==> config.mk <==
export PLATFORM = sky130hd
export DESIGN_NAME = phase_sequencer
export DESIGN_NICKNAME = d
export VERILOG_FILES = /design/src/rtl/phase_sequencer_pkg.sv /design/src/rtl/btn_debounce.sv /design/src/rtl/phase_sequencer.sv
export SDC_FILE = /design/constraint.sdc
export NUM_CORES = 1
export LEC_CHECK = 0
export CELL_PAD_IN_SITES_DETAIL_PLACEMENT = 1
export CELL_PAD_IN_SITES_GLOBAL_PLACEMENT = 1
export CORE_ASPECT_RATIO = 1.2
export CORE_MARGIN = 10
export CORE_UTILIZATION = 42
export CTS_BUF_LIST = sky130_fd_sc_hd__clkbuf_4
export DETAILED_ROUTE_END_ITERATION = 10
export PLACE_DENSITY_LB_ADDON = 0.08
export SETUP_SLACK_MARGIN = 0.2
export SYNTH_ARGS = -nofsm -noshare
export SYNTH_HDL_FRONTEND = slang
export SYNTH_SLANG_ARGS = --single-unit
==> constraint.sdc <==
create_clock -name clock -period 2.2 [get_ports clock]
set_clock_uncertainty 0.15 [all_clocks]
set_input_delay 0.22 -clock clock [delete_from_list [all_inputs] [get_ports clock]]
set_output_delay 0.22 -clock clock [all_outputs]
set_load 0.05 [all_outputs]
==> src/rtl/phase_sequencer_pkg.sv <==
// Shared phase constants for the instruction phase sequencer.
package phase_sequencer_pkg;
    localparam int PHASE_W = 3;
    typedef logic [PHASE_W-1:0] phase_t;

    localparam phase_t PH_FETCH  = 3'd0;
    localparam phase_t PH_DECODE = 3'd1;
    localparam phase_t PH_EXEC   = 3'd2;
    localparam phase_t PH_MEM    = 3'd3;
    localparam phase_t PH_WB     = 3'd4;
endpackage

==> src/rtl/btn_debounce.sv <==
// Run/stop button conditioning: 2-flop synchronizer, stability counter and
// falling-edge detect producing a one-cycle active-low exec pulse.
module btn_debounce #(
    parameter int DEBOUNCE_CYCLES = 50000
) (
    input  logic clock,
    input  logic reset,
    input  logic btn_n,
    output logic fire,
    output logic exec
);
    localparam int CW = (DEBOUNCE_CYCLES > 1) ? $clog2(DEBOUNCE_CYCLES) : 1;
    localparam logic [CW-1:0] CNT_LAST = CW'(DEBOUNCE_CYCLES - 1);

    logic          s1, s2, level, accept;
    logic [CW-1:0] cnt;

    // accept on the DEBOUNCE_CYCLES-th consecutive cycle that s2 differs from level
    assign accept = (s2 != level) && (cnt == CNT_LAST);
    // fire is the next-cycle exec pulse; the top uses it to defer halt
    assign fire   = accept && level;

    always_ff @(posedge clock) begin
        if (reset) begin
            s1    <= 1'b1;
            s2    <= 1'b1;
            level <= 1'b1;
            cnt   <= '0;
            exec  <= 1'b1;
        end else begin
            s1   <= btn_n;
            s2   <= s1;
            exec <= !fire;
            if (s2 == level || accept)
                cnt <= '0;
            else
                cnt <= cnt + CW'(1);
            if (accept)
                level <= s2;
        end
    end
endmodule

==> src/rtl/phase_sequencer.sv <==
// Instruction phase sequencer: steps phases 0..LAST_PHASE, counts retired
// instructions and arbitrates halt requests against debounced exec pulses.
module phase_sequencer
    import phase_sequencer_pkg::*;
#(
    parameter int     DEBOUNCE_CYCLES = 50000,
    parameter phase_t LAST_PHASE      = 3'd4
) (
    input  logic               clock,
    input  logic               reset,
    input  logic               exec_btn_n,
    input  logic               running,
    input  logic               stall,
    input  logic               halt_instr,
    input  logic               step_mode,
    output logic [PHASE_W-1:0] phase,
    output logic               exec,
    output logic               halt,
    output logic               instr_done,
    output logic [15:0]        instr_count
);
    logic adv, wrap, halt_req, halt_pend, fire;

    assign adv      = running && !stall;
    assign wrap     = adv && (phase == LAST_PHASE);
    assign halt_req = wrap && (halt_instr || step_mode);

    btn_debounce #(.DEBOUNCE_CYCLES(DEBOUNCE_CYCLES)) u_debounce (
        .clock (clock),
        .reset (reset),
        .btn_n (exec_btn_n),
        .fire  (fire),
        .exec  (exec)
    );

    always_ff @(posedge clock) begin
        if (reset) begin
            phase       <= PH_FETCH;
            instr_done  <= 1'b0;
            instr_count <= '0;
            halt        <= 1'b0;
            halt_pend   <= 1'b0;
        end else begin
            instr_done <= wrap;
            if (adv)
                phase <= wrap ? PH_FETCH : phase + PHASE_W'(1);
            if (wrap)
                instr_count <= instr_count + 16'd1;
            // a pending halt waits out any cycle in which exec goes low
            halt      <= halt_pend && !fire;
            halt_pend <= (halt_pend && fire) || halt_req;
        end
    end
endmodule

==> out/qor.json, run 1 <==
{
  "outcome": "complete, no violations",
  "area_of_the_core_region_sq_um": 4260,
  "cpMaxStageDelayCell": "sky130_fd_sc_hd__clkdlybuf4s50_1",
  "max_stage_delay_ns": 0.83,
  "critPathArrivalTime_ns": 1.56,
  "reg_clk_slew_reported_paths_ns": 0.13,
  "syn_to_final_growth_pct": 26.8,
  "fillerInstances": 498,
  "critical_path_required_ns": 1.83,
  "finish.net_count": 245,
  "cts_tree": "built",
  "wire_per_inst_um": 15.8,
  "start_util_pct": 43.2,
  "netlist.top_cell.by_area": "sky130_fd_sc_hd__dfxtp_1",
  "max_slew.worst_pin.slew_ns": 0.538,
  "grt_pass1_vias": 1674,
  "critical_path_source_type": "flop",
  "synthesis.area_per_instance_sq_um": 9.21,
  "cts_inserted_buffers": 5,
  "maxCapViolations": 0,
  "synth_enable_flop_cells": 0,
  "yosys_warnings": 0,
  "antennaDiodeCount": 0,
  "net_count_synth": 211,
  "post_synth_arst_share_pct": 0,
  "layout.area.seq_sq_um": 852,
  "globalRoute.totalOverflow": 0,
  "antenna_found_initial": 0,
  "yosysUniqueCellTypes": 36,
  "dp_hpwl_um": 3420,
  "drc": 0,
  "worst-setup-path-type": "flop to output pin",
  "maximum_number_of_pins_on_one_net_before_global_route_repair": 23,
  "chipWidth_um": 80.5,
  "yosys_register_bits": 42,
  "drt-initial-drc-count": 42,
  "cellLeakagePower_nw": 0.934,
  "clockRootBuffer": "sky130_fd_sc_hd__clkbuf_4",
  "tns_ns": 0,
  "numPortBuffers": 28,
  "synth.cell_area_sq_um": 1840,
  "final_min_period_over_clock_period_pct": 87.9,
  "detail_route.first_pass.iterations": 4,
  "topRoutingLayerUsed": "met4",
  "vdd_ir_drop_max_mv": 0.316,
  "cp.buffers_inverters": 1,
  "timing.fmax_mhz": 517,
  "hold_crit_class": "flop to flop",
  "cts.sink_count": 42,
  "clk_path_buf_depth": 2,
  "layout_min_cycle_time_ns": 1.93,
  "area_used_by_multi_input_combinational_logic_sq_um": 970,
  "grtUsageTotal_pct": 13.1,
  "wl_met1_um": 1910,
  "syn_inst": 200,
  "antenna_violating_nets_post_route": 0,
  "largest_driver_fanout_on_the_critical_path": 3,
  "synthTopCellsByArea": "sky130_fd_sc_hd__dfxtp_1 (46%), sky130_fd_sc_hd__xnor2_1 (7.6%), sky130_fd_sc_hd__nor2_1 (5.9%)",
  "average_via_count_per_standard_cell": 5.24,
  "gp_routability_congestion": 0.803,
  "clk_latency_ns": 0.35,
  "setup_repair_after_global_routing_missed_its_margin": "no",
  "dieArea_sq_um": 7440,
  "largestRegisters": "instr_count: 16 flops, u_debounce.cnt: 16 flops, phase: 3 flops",
  "met3RoutedLength_um": 173,
  "timing.critical_path.cells": "clkdlybuf4s50_1",
  "ctsHoldBuffers": 0,
  "io_pins": 29,
  "slew-limit-headroom_pct": 64.1,
  "total_power_w": 0.00143,
  "synth_top_cell_area_share_pct": 45.7,
  "final_hold_viol_count": 0,
  "slew_viol_final": 0,
  "crit_family": "buffers and inverters",
  "setup_viol_count_final": 0,
  "synth_top_flop_cell": "sky130_fd_sc_hd__dfxtp_1",
  "die_y_um": 92.5,
  "endpoint_kind": "output pin",
  "dr_wl_met2_um": 2480,
  "power_per_cell_area_nw_per_um2": 611,
  "post-cts-setup-buffer-count": 0,
  "seq_area_frac_synth_pct": 45.7,
  "overall_via_count_from_detail_route": 1524,
  "placement_rows": 26,
  "finalWirelength_um": 4610,
  "grt_pass1_wl_um": 7930,
  "drive_gt1_share_pct": 15.7,
  "cts-htree-levels": 2
}
[layout by cell type, fill, tap and decap left out, drive strengths merged, types with 2 or more instances in the layout]
cell,n
dlymetal6s2s,7
nand4,10
and4b,2
or3,2
a21oi,10
nand2,13
and3,3
nand3,10
dfxtp,42
o31ai,4
o21ai,3
ha,4
clkbuf,5
bufinv,2
or2,5
xnor2,16
nor4,5
xor2,7
clkdlybuf4s50,15
buf,4
or4,4
nor2b,2
dlygate4sd2,6
inv,6
nor2,29
and4,2
nor3,7
nor3b,2
[through the flow]
stage / std cells / cell area (sq um) / utilization (%) / hold WS (ns) / setup slack, ns
floorplan: 200 / 1850 / - / 0.174 / 0.201
global placement: 283 / 2190 / 51.4 / 0.247 / 0.175
detailed placement: 283 / 2190 / 51.4 / 0.247 / 0.0884
CTS: 291 / 2280 / 53.6 / 0.272 / 0.215
global route: 291 / 2340 / 54.8 / 0.272 / 0.180
finish: 291 / 2340 / 54.8 / 0.265 / 0.266
[kinds of logic after synthesis]
kind of cell             count (synthesis)  share of synthesized area [%]
AO/OA/AOI/OAI                           19                           6.18
XOR/XNOR                                23                           10.9
adder cells (fa/ha/maj)                  4                           2.72
buffers and inverters                   11                           3.60
flip-flops                              42                           45.7
multiplexers                             2                           1.15
AND/OR/NAND/NOR                         99                           29.8
[path summary, 6_finish.rpt]
check                        from  slack [ns]         endpoint  cells after the start
hold / removal      u_debounce.s1        0.26    u_debounce.s2                      1
hold reg to reg     u_debounce.s1        0.26    u_debounce.s2                      1
setup / recovery  instr_count[15]        0.27  instr_count[15]                      1
setup reg to reg         phase[1]        0.29  instr_count[13]                      6
[synthesized netlist by cell type, types with 2 or more instances]
cell type,instances
sky130_fd_sc_hd__dfxtp_1,42
sky130_fd_sc_hd__xnor2_1,16
sky130_fd_sc_hd__nand4_1,9
sky130_fd_sc_hd__nor2_1,29
sky130_fd_sc_hd__nor4_1,5
sky130_fd_sc_hd__inv_1,6
sky130_fd_sc_hd__and4_1,2
sky130_fd_sc_hd__buf_6,2
sky130_fd_sc_hd__or4_1,4
sky130_fd_sc_hd__ha_1,4
sky130_fd_sc_hd__nor2b_1,2
sky130_fd_sc_hd__nand2_1,13
sky130_fd_sc_hd__a21oi_1,10
sky130_fd_sc_hd__nand3_1,9
sky130_fd_sc_hd__and4b_1,2
sky130_fd_sc_hd__nor3b_1,2
sky130_fd_sc_hd__or2_2,4
sky130_fd_sc_hd__and3_1,3
sky130_fd_sc_hd__clkbuf_1,2
sky130_fd_sc_hd__o31ai_1,4
sky130_fd_sc_hd__nor3_1,7
sky130_fd_sc_hd__o21ai_0,3
sky130_fd_sc_hd__xor2_1,7
[routing by layer]
metal | vias up | global-route usage, %
met1 | 730 | 13.6
met2 | 15 | 24.1
met5 | - | 0
met4 | 0 | 3.09
li1 | 774 | -
met3 | 5 | 4.45
[report_power, final]
part / internal [W] / switching (W) / total (W)
Clock: 0.000350 / 0.000250 / 0.000600
Combinational: 0.0000258 / 0.0000323 / 0.0000582
Sequential: 0.000765 / 0.00000411 / 0.000769
Total: 0.00114 / 0.000286 / 0.00143
[area by class of cell]
class	count	share of cell area, %
clock buffers	5	1.61
clock inverters	3	2.73
repair buffers	32	13.7
flip-flops and latches	42	36.5
inverters	6	0.964
well taps	56	3.00
multi-input cells	147	41.5
[what timing repair did]
item / CTS / global route
gates resized for setup: 6 / 15
endpoints found under the setup margin: 6 / 26
hold endpoints to repair: 0 / 0
No activity file was read; power rests on OpenSTA's default activity.
==> run 2: changes to the inputs <==
--- a/config.mk
+++ b/config.mk
@@ -5,6 +5,7 @@
 export SDC_FILE = /design/constraint.sdc
 export NUM_CORES = 1
 export LEC_CHECK = 0
+export CAP_MARGIN = 0
 export CELL_PAD_IN_SITES_DETAIL_PLACEMENT = 1
 export CELL_PAD_IN_SITES_GLOBAL_PLACEMENT = 1
 export CORE_ASPECT_RATIO = 1.2
==> results of run 2 <==
Same layout as run 1: the final DEF is identical, and so are final timing and power.
